==> src/rtl/ysyx_23060229_pkg.sv <==
// Shared definitions for the memory arbiter: transfer size codes,
// arbiter FSM states and transaction owner identifiers.
package ysyx_23060229_pkg;

  // Size encoding used on every wen/ren port.
  localparam logic [1:0] SZ_NONE = 2'b00;
  localparam logic [1:0] SZ_BYTE = 2'b01;
  localparam logic [1:0] SZ_HALF = 2'b10;
  localparam logic [1:0] SZ_WORD = 2'b11;

  typedef enum logic [1:0] {
    ST_IDLE = 2'd0,
    ST_REQ  = 2'd1,
    ST_RESP = 2'd2
  } state_e;

  typedef enum logic {
    OWN_IF = 1'b0,
    OWN_LS = 1'b1
  } owner_e;

endpackage

==> src/rtl/ysyx_23060229_rr_arbiter.sv <==
// Two-way round-robin picker. A lone requester always wins; on a tie the
// requester that was not granted last wins. Grant is one-hot:
// bit 0 = instruction fetch, bit 1 = load/store.
module ysyx_23060229_rr_arbiter
  import ysyx_23060229_pkg::*;
(
  input  logic       if_valid,
  input  logic       ls_valid,
  input  owner_e     last_grant,
  output logic [1:0] grant
);

  // Pick the winner from the current valids and the previous winner.
  always_comb begin
    // NOTE: every combinational output gets a default first so no path leaves it unassigned (no latch).
    grant = 2'b00;
    if (if_valid && ls_valid) begin
      grant = (last_grant == OWN_LS) ? 2'b01 : 2'b10;
    end else if (if_valid) begin
      grant = 2'b01;
    end else if (ls_valid) begin
      grant = 2'b10;
    end
  end

endmodule

==> src/rtl/ysyx_23060229_mem_arbiter.sv <==
// Shares one memory port between instruction fetch (IF) and load/store (LS).
// One transaction in flight at a time: IDLE accepts and registers a request,
// REQ presents it to memory until accepted, RESP waits for the memory
// response and forwards it to the owner. LS requests with no read and no
// write complete locally without touching memory.
module ysyx_23060229_mem_arbiter
  import ysyx_23060229_pkg::*;
#(
  parameter int ADDR_WIDTH = 32,
  parameter int DATA_WIDTH = 32
) (
  input  logic                  clk,
  input  logic                  rst,

  input  logic                  if_req_valid,
  output logic                  if_req_ready,
  input  logic [ADDR_WIDTH-1:0] if_addr,
  output logic                  if_resp_valid,
  output logic [DATA_WIDTH-1:0] if_rdata,

  input  logic                  ls_req_valid,
  output logic                  ls_req_ready,
  input  logic [ADDR_WIDTH-1:0] ls_addr,
  input  logic [1:0]            ls_wen,
  input  logic [1:0]            ls_ren,
  input  logic [DATA_WIDTH-1:0] ls_wdata,
  output logic                  ls_resp_valid,
  output logic [DATA_WIDTH-1:0] ls_rdata,

  output logic                  mem_req_valid,
  input  logic                  mem_req_ready,
  output logic [ADDR_WIDTH-1:0] mem_addr,
  output logic [1:0]            mem_wen,
  output logic [1:0]            mem_ren,
  output logic [DATA_WIDTH-1:0] mem_wdata,
  input  logic                  mem_resp_valid,
  input  logic [DATA_WIDTH-1:0] mem_rdata,

  output logic                  busy
);

  state_e                state_q, state_d;
  owner_e                owner_q, owner_d;
  owner_e                last_grant_q, last_grant_d;
  logic [ADDR_WIDTH-1:0] addr_q, addr_d;
  logic [1:0]            wen_q, wen_d;
  logic [1:0]            ren_q, ren_d;
  logic [DATA_WIDTH-1:0] wdata_q, wdata_d;

  logic [1:0] grant;
  logic       can_accept;
  logic       no_access;
  logic       resp_fire;

  ysyx_23060229_rr_arbiter u_rr_arbiter (
    .if_valid   (if_req_valid),
    .ls_valid   (ls_req_valid),
    .last_grant (last_grant_q),
    .grant      (grant)
  );

  // Readies are offered only in IDLE and are forced low while reset is held.
  assign can_accept   = (state_q == ST_IDLE) && rst;
  assign if_req_ready = can_accept && grant[0];
  assign ls_req_ready = can_accept && grant[1];

  // A transaction with neither read nor write never reaches memory; it
  // answers on its first RESP cycle instead of waiting for mem_resp_valid.
  assign no_access = (wen_q == SZ_NONE) && (ren_q == SZ_NONE);
  assign resp_fire = (state_q == ST_RESP) && (no_access || mem_resp_valid);

  // Next-state and capture logic for the accepted transaction.
  always_comb begin
    state_d      = state_q;
    owner_d      = owner_q;
    last_grant_d = last_grant_q;
    addr_d       = addr_q;
    wen_d        = wen_q;
    ren_d        = ren_q;
    wdata_d      = wdata_q;
    unique case (state_q)
      ST_IDLE: begin
        if (if_req_ready) begin
          owner_d      = OWN_IF;
          last_grant_d = OWN_IF;
          addr_d       = if_addr;
          wen_d        = SZ_NONE;
          ren_d        = SZ_WORD;
          wdata_d      = '0;
          state_d      = ST_REQ;
        end else if (ls_req_ready) begin
          owner_d      = OWN_LS;
          last_grant_d = OWN_LS;
          addr_d       = ls_addr;
          wen_d        = ls_wen;
          // A request carrying both a write and a read is issued as a write.
          ren_d        = (ls_wen != SZ_NONE) ? SZ_NONE : ls_ren;
          wdata_d      = ls_wdata;
          state_d      = ((ls_wen == SZ_NONE) && (ls_ren == SZ_NONE)) ? ST_RESP : ST_REQ;
        end
      end
      ST_REQ: begin
        if (mem_req_ready) begin
          state_d = ST_RESP;
        end
      end
      ST_RESP: begin
        if (resp_fire) begin
          state_d = ST_IDLE;
        end
      end
      default: begin
        state_d = ST_IDLE;
      end
    endcase
  end

  // State and transaction registers; reset abandons any in-flight transaction.
  always_ff @(posedge clk or negedge rst) begin
    if (!rst) begin
      // NOTE: sequential state is updated with <= so every flop samples pre-edge values.
      state_q      <= ST_IDLE;
      owner_q      <= OWN_IF;
      last_grant_q <= OWN_LS;
      addr_q       <= '0;
      wen_q        <= SZ_NONE;
      ren_q        <= SZ_NONE;
      wdata_q      <= '0;
    end else begin
      state_q      <= state_d;
      owner_q      <= owner_d;
      last_grant_q <= last_grant_d;
      addr_q       <= addr_d;
      wen_q        <= wen_d;
      ren_q        <= ren_d;
      wdata_q      <= wdata_d;
    end
  end

  // Memory request side comes straight from the registered fields.
  assign mem_req_valid = (state_q == ST_REQ);
  assign mem_addr      = addr_q;
  assign mem_wen       = wen_q;
  assign mem_ren       = ren_q;
  assign mem_wdata     = wdata_q;

  // Response is steered to the owner only; the other side stays at zero.
  assign if_resp_valid = resp_fire && (owner_q == OWN_IF);
  assign ls_resp_valid = resp_fire && (owner_q == OWN_LS);
  assign if_rdata      = if_resp_valid ? mem_rdata : '0;
  assign ls_rdata      = (ls_resp_valid && !no_access) ? mem_rdata : '0;

  assign busy = (state_q != ST_IDLE);

endmodule

==> config.mk <==
export PLATFORM = sky130hd
export DESIGN_NAME = ysyx_23060229_mem_arbiter
export DESIGN_NICKNAME = d
export VERILOG_FILES = /design/src/rtl/ysyx_23060229_pkg.sv /design/src/rtl/ysyx_23060229_rr_arbiter.sv /design/src/rtl/ysyx_23060229_mem_arbiter.sv
export SDC_FILE = /design/constraint.sdc
export NUM_CORES = 1
export LEC_CHECK = 0
export BUFFER_PORTS_ARGS = -buffer_cell sky130_fd_sc_hd__buf_2
export CAP_MARGIN = 30
export CELL_PAD_IN_SITES_DETAIL_PLACEMENT = 1
export CELL_PAD_IN_SITES_GLOBAL_PLACEMENT = 1
export CORE_MARGIN = 10
export CORE_UTILIZATION = 26
export CTS_BUF_LIST = sky130_fd_sc_hd__clkbuf_8
export CTS_CLUSTER_DIAMETER = 120
export DETAILED_ROUTE_END_ITERATION = 16
export PLACE_DENSITY = 0.86
export SLEW_MARGIN = 20
export SYNTH_ARGS = -nofsm -noshare
export SYNTH_HDL_FRONTEND = slang
export SYNTH_SLANG_ARGS = --single-unit
==> constraint.sdc <==
create_clock -name clk -period 2.3 [get_ports clk]
set_clock_uncertainty 0.15 [all_clocks]
set_input_delay 0.46 -clock clk [delete_from_list [all_inputs] [get_ports clk]]
set_output_delay 0.46 -clock clk [all_outputs]
set_load 0.01 [all_outputs]
* Word level (Yosys, flattened, before mapping)
Index checks and enable logic that the tools add are counted.
Cells by class: multiplexer cells 23, eq/ne operators 5, reduce and logical (&&, ||, !) cells 22, bitwise operators 1
Operators with widths (count):
- two-way mux 32 bit | 6
- two-way mux 2 bit | 14
- logical AND 1 bit | 10
- zero test 2 bit | 5
- case mux 2 bit (3 select lines) | 1
- nonzero test 2 bit | 3
- != test 3 bit, second input constant | 1
- AND reduction 3 bit | 1
- equality test 2 x 1 -> 1 bit, second input constant | 1
- equality test 2 bit, second input constant | 1
- two-way mux 1 bit | 2
- != test 2 x 1 -> 1 bit, second input constant | 1
- != test 2 bit, second input constant | 1
- AND reduction 2 bit | 1
- zero test 1 bit | 1
- logical OR 1 bit | 1
- NOT 1 bit | 1
Storage, ports and cells: input bits 138, register bits after elaboration 72, word-level logic and storage cells 58

* Longest topological paths before layout
Gate-level depths: netlist of run 1.
depth in word-level cells 7, mapped depth 6, gate-level depth less buffers 4

* By module
Synthesis of run 1 repeated with hierarchy kept, for this count alone.
Second synthesis, totals: cell total of the unflattened synthesis 373, area total of the unflattened synthesis 3557.2 um2
Modules (own cells, without submodules):
- ysyx_23060229_mem_arbiter | area each 3538.4 um2, times used 1, cells an instance 370
- ysyx_23060229_rr_arbiter | area each 18.8 um2, times used 1, cells an instance 3

* Least setup slack after synthesis of run 1
Ideal clock, no wire load.
path kind reg-to-output, start point reg wen_q[1], in the netlist mem_wen[1], end point out if_rdata[22], arrival time 1.825 ns, cell stages (with the launch flop) 5, slack -0.135 ns, required time 1.690 ns, cells stage by stage dfrtp_1 > or4_4 > a2111oi_4 > buf_6 > and2_1
On the way: cells in the longest elaborated chain, start to end 6
Ends and longest elaborated chain:
- start, declared | RTL line ysyx_23060229_mem_arbiter.sv:46 | logic [1:0] wen_q, wen_d;
- start signal, assigned | RTL line ysyx_23060229_mem_arbiter.sv:134 | wen_q <= wen_d;
- zero test 2 bit | RTL line ysyx_23060229_mem_arbiter.sv:69 | assign no_access = (wen_q == SZ_NONE) && (ren_q == SZ_NONE);
- logical AND 1 bit | RTL line ysyx_23060229_mem_arbiter.sv:69
- logical OR 1 bit | RTL line ysyx_23060229_mem_arbiter.sv:70 | assign resp_fire = (state_q == ST_RESP) && (no_access || mem_resp_valid);
- logical AND 1 bit | RTL line ysyx_23060229_mem_arbiter.sv:70
- logical AND 1 bit | RTL line ysyx_23060229_mem_arbiter.sv:148 | assign if_resp_valid = resp_fire && (owner_q == OWN_IF);
- named net if_resp_valid | RTL line ysyx_23060229_mem_arbiter.sv:18 | output logic if_resp_valid,
- two-way mux 32 bit | RTL line ysyx_23060229_mem_arbiter.sv:150 | assign if_rdata = if_resp_valid ? mem_rdata : '0;
- end, declared | RTL line ysyx_23060229_mem_arbiter.sv:19 | output logic [DATA_WIDTH-1:0] if_rdata,
The timed path passes the listed nets, and every way through them passes these cells.

* Worst setup path after layout of run 1
start point reg ren_q[0], in the netlist mem_ren[0], end point out if_rdata[7]
On the way: cells in the longest elaborated chain, start to end 6
Ends and longest elaborated chain:
- start, declared | RTL line ysyx_23060229_mem_arbiter.sv:47 | logic [1:0] ren_q, ren_d;
- start signal, assigned | RTL line ysyx_23060229_mem_arbiter.sv:135 | ren_q <= ren_d;
- zero test 2 bit | RTL line ysyx_23060229_mem_arbiter.sv:69
- logical AND 1 bit | RTL line ysyx_23060229_mem_arbiter.sv:69
- logical OR 1 bit | RTL line ysyx_23060229_mem_arbiter.sv:70
- logical AND 1 bit | RTL line ysyx_23060229_mem_arbiter.sv:70
- logical AND 1 bit | RTL line ysyx_23060229_mem_arbiter.sv:148
- two-way mux 32 bit | RTL line ysyx_23060229_mem_arbiter.sv:150
No other way between the ends.

==> results of run 1 <==
[report_power, final]
| part | internal (mW) | switching [mW] | total (mW) |
|---|---|---|---|
| combinational | 1.45 | 1.86 | 3.31 |
| clock | 0.725 | 0.519 | 1.24 |
| sequential | 1.91 | 0.358 | 2.27 |
[cells in the final DEF (no fill, tap or decap), types with 2 or more instances in the layout]
| master | instances |
|---|---|
| dfrtp_2 | 2 |
| and2_4 | 30 |
| bufinv_16 | 3 |
| a22o_1 | 34 |
| buf_2 | 243 |
| o21ai_0 | 32 |
| nand3_1 | 33 |
| buf_4 | 21 |
| and2_1 | 34 |
| clkbuf_16 | 4 |
| inv_6 | 2 |
| nor2_1 | 2 |
| nor3b_4 | 2 |
| nor4_1 | 32 |
| clkbuf_8 | 9 |
| a21o_1 | 2 |
| buf_6 | 34 |
| or2_2 | 2 |
| dfrtp_1 | 69 |
| inv_1 | 7 |
| a31oi_1 | 35 |
| buf_12 | 3 |
| a211oi_1 | 2 |
[per-stage QoR]
step	total power, mW	hold WS [ps]
2_1_floorplan	3.898	14.41
3_3_place_gp	5.311	329.5
3_5_place_dp	5.420	329.9
4_1_cts	6.790	7.155
5_1_grt	7.271	14.77
6_report	6.824	27.45
[metal layers]
metal / global-route usage / vias to the layer above / share of wire
li1: - / 1947 / -
met1: 0.1890 / 2103 / 0.38
met2: 0.3183 / 159 / 0.53
met3: 0.05616 / 26 / 0.065
met4: 0.04668 / 0 / 0.023
met5: 0 / - / 0
[path summary, 6_finish.rpt]
check	from	to	slack (ps)	cells past startpoint
worst max-delay path	mem_ren[0]$_DFFE_PN0P_	if_rdata[7]	-540	6
worst min-delay path	rst	owner_q$_DFFE_PN0P_	30	3
worst max register to register	state_q[0]$_DFFE_PN0P_	mem_addr[8]$_DFFE_PN0P_	290	4
worst min register to register	mem_wdata[12]$_DFFE_PN0P_	mem_wdata[12]$_DFFE_PN0P_	350	1
max in group asynchronous	rst	mem_addr[26]$_DFFE_PN0P_	1440	3
min in group clk	ls_wdata[18]	mem_wdata[18]$_DFFE_PN0P_	170	2
[synth_stat cells (all sizes together), types with 8 or more instances]
| cell | instances | share of area |
|---|---|---|
| and2 | 64 | 0.11 |
| o21ai | 33 | 0.045 |
| nor4 | 32 | 0.054 |
| nand3 | 33 | 0.045 |
| a22o | 34 | 0.081 |
| dfrtp | 71 | 0.48 |
| buf | 10 | 0.024 |
| clkbuf | 30 | 0.031 |
| a31oi | 35 | 0.059 |
| inv | 8 | 0.0082 |
[sequential cells by signal, indices dropped and copies added, names as in the netlist]
| name | count |
|---|---|
| mem_wen | 2 |
| last_grant_q | 1 |
| owner_q | 1 |
| mem_addr | 32 |
| state_q | 2 |
| mem_wdata | 32 |
| mem_ren | 2 |
[tightest hold or removal path, stage by stage]
cell and delay, ps:
buf_4 110, buf_6 120, buf_12 200
[logic make-up (layout without fill, tap and decap cells)]
family | count (synthesis) | after routing | share of synthesized area
other | 0 | 1 | 0
flip-flops | 72 | 72 | 0.4896
AO/OA/AOI/OAI | 114 | 114 | 0.2154
AND/OR/NAND/NOR | 142 | 142 | 0.2324
buffers and inverters | 48 | 329 | 0.06252
[cell type report]
cell class | count | share of cell area
repair buffers | 305 | 0.3201
flip-flops and latches | 72 | 0.3015
multi-input cells | 256 | 0.2944
well taps | 180 | 0.03761
clock buffers | 9 | 0.02069
clock inverters | 7 | 0.01985
inverters | 8 | 0.005433
diodes | 1 | 0.0004179
[what timing repair did]
item	4_1_cts	5_1_grt
pin swaps	1	5
resized for setup	26	29
hold buffers	1	0
hold endpoints to repair	33	0
gates cloned	0	5
setup buffers	1	1
endpoints found under the setup margin	68	67
==> impl_metrics.yaml, run 1 <==
run_status:
  status: "complete, but fails checks"
  violations: "negative setup slack"
grt:
  grt_max_degree: 67
  grt_util_all_layers: 0.1746
  antenna_found_initial: 1
  grt-ovfl-total: 0
  grt_pass1_wl_um: 27240
  grt_pass1_vias: 4581
power:
  power_leakage_nw: 3.046
  p_per_area_nw_per_um2: 1140
  ir_drop_mv: 0.6668
cells_and_area:
  seq_area_um2: 1805
  drive_above_1_share: 0.5601
  fin_nets: 790
  stdcell_area_um2: 5988
  area_growth_pct: 62.62
  post-route-util: 0.4314
  instances_no_fill: 838
  nFillCells: 1665
  multi_input_area_um2: 1763
synth:
  ys.warnings.count: 0
  yosysSeqAreaShare: 0.4896
  synth_area_um2: 3682
  ys_seq_elements: 72
  async_flop_share: 1.000
  syn_nets: 514
  synthFlopType: "dfrtp_1"
  avgSynthCellArea_um2: 9.793
  syn_inst: 376
  synth_edf_count: 0
  synth.distinct_cells: 33
floorplanning:
  die_area_um2: 19320
  die_w_um: 139.0
  initial_core_util: 0.2653
  die_y_um: 139.0
  core_um2: 13880
  ios: 276
  rows: 43
placed_design:
  dp_hpwl_um: 13260
  place_congestion: 0.8148
  pre_cts_ws_ps: -111.2
  placed_area_um2: 5340
  placement.io_buffers: 275
  placedCellCount: 813
hold_path:
  hp-class: "input port to asynchronous set/reset pin"
detailed_routing:
  ant_nets: 0
  wl_per_cell_um: 22.37
  drc: 0
  vias_per_cell: 5.054
  drt_iter0_markers: 175
  vias: 4235
  wirelength_um: 18750
  firstDrtPassIters: 6
critical_path:
  path_buf_inv: 3
  critical_path_class: "flip-flop to output port"
  max_stage_delay_ps: 550
  critical_path.max_fanout: 16
  path_cells: "or4_4, a2111oi_4, buf_6, clkbuf_16, and2_1, buf_2"
  cp_top_family: "simple AND/OR/NAND/NOR gates"
  slowest_stage: "or4_4"
  end_kind: "output port"
  cp.required_ps: 1690
  arrival_ps: 2230
  start_kind: "flip-flop"
timing:
  grt_setup_unrepaired: "yes"
  slew_viol_final: 0
  fmax_ghz: 0.3523
  setup_viol: 67
  final.setup.worst_slack_ps: -538.4
  tns_ps: -30220
  worst_pin_slew_ps: 661.5
  finalHoldViolCount: 0
  finalCritPeriodShare: 1.234
  fin_crit_ps: 2838
  slew_headroom: 0.5590
clock_tree:
  tritoncts: "yes"
  cts-htree-levels: 3
  cts_root_buf: "clkbuf_8"
  cts_made_buffers: 9
  clock-sinks: 72
  clk_latency_ps: 350
  ctsLongestPathBuffers: 2
  clkSlewWorstSetupHoldPaths_ps: 90
run:
  maxCapViolations: 0
Power figures use the tool's default switching activity.
==> run 2, diff against run 1 <==
--- a/config.mk
+++ b/config.mk
@@ -10,12 +10,12 @@
 export CELL_PAD_IN_SITES_DETAIL_PLACEMENT = 1
 export CELL_PAD_IN_SITES_GLOBAL_PLACEMENT = 1
 export CORE_MARGIN = 10
-export CORE_UTILIZATION = 26
+export CORE_UTILIZATION = 29
 export CTS_BUF_LIST = sky130_fd_sc_hd__clkbuf_8
 export CTS_CLUSTER_DIAMETER = 120
 export DETAILED_ROUTE_END_ITERATION = 16
-export PLACE_DENSITY = 0.86
-export SLEW_MARGIN = 20
+export PLACE_DENSITY = 0.9
+export SLEW_MARGIN = 10
 export SYNTH_ARGS = -nofsm -noshare
 export SYNTH_HDL_FRONTEND = slang
 export SYNTH_SLANG_ARGS = --single-unit
==> constraint.sdc (replaced) <==
create_clock -name clk -period 2.8 [get_ports clk]
set_clock_uncertainty 0.15 [all_clocks]
set_input_delay 0.28 -clock clk [delete_from_list [all_inputs] [get_ports clk]]
set_output_delay 0.28 -clock clk [all_outputs]
set_load 0.01 [all_outputs]
==> impl_metrics.yaml, run 2 (synthesis gave the netlist of run 1 again) <==
run_status:
  status: "finished clean"
critical_path:
  end_kind: "output port"
  crit_start: "mem_wen[1]$_DFFE_PN0P_"
  arrival_ps: 2250
  ff2ff_setup_slack_ps: 620
  critical_path_class: "flip-flop to output port"
  r2r_start: "state_q[0]$_DFFE_PN0P_"
  start_kind: "flip-flop"
  critical_path.max_fanout: 17
  cp.required_ps: 2370
  reg2reg_depth: 5
  r2r-end: "owner_q$_DFFE_PN0P_"
detailed_routing:
  vias_per_cell: 5.051
  ant_nets: 0
  firstDrtPassIters: 4
  wirelength_um: 18250
  drc: 0
  drt_iter0_markers: 177
  vias: 4258
  wl_per_cell_um: 21.65
cells_and_area:
  mostFrequentLayoutCell: "buf_2"
  final_cell_mix: "buf_2, dfrtp_1, and2_1, a31oi_1, a22o_1"
  instances_no_fill: 843
  fin_nets: 803
  area_growth_pct: 55.86
  stdcell_area_um2: 5739
  drive_above_1_share: 0.4776
  post-route-util: 0.4585
hold_path:
  hp-start: "ls_wen[0]"
  hp-class: "input port to flip-flop"
  hold_path_end: "mem_wen[0]$_DFFE_PN0P_"
  holdPathStages: 2
power:
  total_power_mw: 5.329
  p_per_area_nw_per_um2: 928.5
  power_leakage_nw: 2.992
  ir_drop_mv: 0.4194
timing:
  slew_viol_final: 0
  final.setup.worst_slack_ps: 117.6
  finalCritPeriodShare: 0.9580
  grt_setup_unrepaired: "no"
  finalHoldViolCount: 0
  tns_ps: 0
  holdWs_ps: 26.27
  worst_pin_slew_ps: 669.5
  fin_crit_ps: 2682
  setup_viol: 0
  fmax_ghz: 0.3728
  slew_headroom: 0.5536
grt:
  grt_pass1_wl_um: 27630
  grt-ovfl-total: 0
  antenna_found_initial: 3
  grt_util_all_layers: 0.1961
  grt_pass1_vias: 4783
  grt_max_degree: 71
floorplanning:
  rows: 41
  initial_core_util: 0.2942
  ios: 276
  die_y_um: 132.7
  die_area_um2: 17610
  die_w_um: 132.7
  core_um2: 12520
clock_tree:
  cts_root_buf: "clkbuf_8"
  tritoncts: "yes"
  ctsLongestPathBuffers: 2
  clkSlewWorstSetupHoldPaths_ps: 80
  clk_latency_ps: 350
  cts_setup_buffers: 0
  clock-sinks: 72
  cts_made_buffers: 9
  cts-htree-levels: 3
placed_design:
  dp_hpwl_um: 13870
  placed_area_um2: 5214
  pre_cts_ws_ps: 370.9
  placedCellCount: 797
  place_congestion: 0.7963
  placement.io_buffers: 275
run:
  maxCapViolations: 0
-- run 2: area by class of cell --
type / instances / area, um^2
fill: 1562 / 6778
tap: 172 / 215.2
antenna: 1 / 2.502
clock buffer: 9 / 123.9
sequential: 72 / 1803
clock inverter: 7 / 97.59
multi-input combinational: 256 / 1670
inverter: 8 / 30.03
timing repair buffer: 318 / 1797
-- run 2: critical path, stage by stage, from the launching register on --
cell       delay, ps
dfrtp_1          410
or4_4            580
a2111oi_4        370
buf_6            210
and2_1           170
buf_2            150
-- run 2: how the worst max path moves through the flow --
stage / endpoint / slack, ps / depth (start not counted)
2_1_floorplan: if_rdata[22] / 540 / 4
3_3_place_gp: if_rdata[12] / 420 / 5
3_5_place_dp: if_rdata[12] / 370 / 5
4_1_cts: if_rdata[12] / 20 / 5
5_1_grt: if_rdata[9] / 30 / 5
6_report: if_rdata[12] / 120 / 5
-- run 2: metal layers --
layer / global-route usage / share of wire
met1: 0.2026 / 0.37
met2: 0.3726 / 0.54
met3: 0.04769 / 0.063
met4: 0.07152 / 0.019
met5: 0 / 0.00060
-- run 2: repair_timing --
action | CTS | global route
gates cloned | 0 | 1
setup endpoints to repair | 1 | 2
resized for setup | 1 | 2
pin swaps | 0 | 1
hold endpoints to repair | 28 | 0
hold buffers | 27 | 0
-- run 2: power breakdown --
| group | switching (mW) | internal, mW | total (mW) |
|---|---|---|---|
| clock | 0.418 | 0.503 | 0.921 |
| combinational | 1.45 | 1.04 | 2.50 |
| sequential | 0.344 | 1.57 | 1.91 |
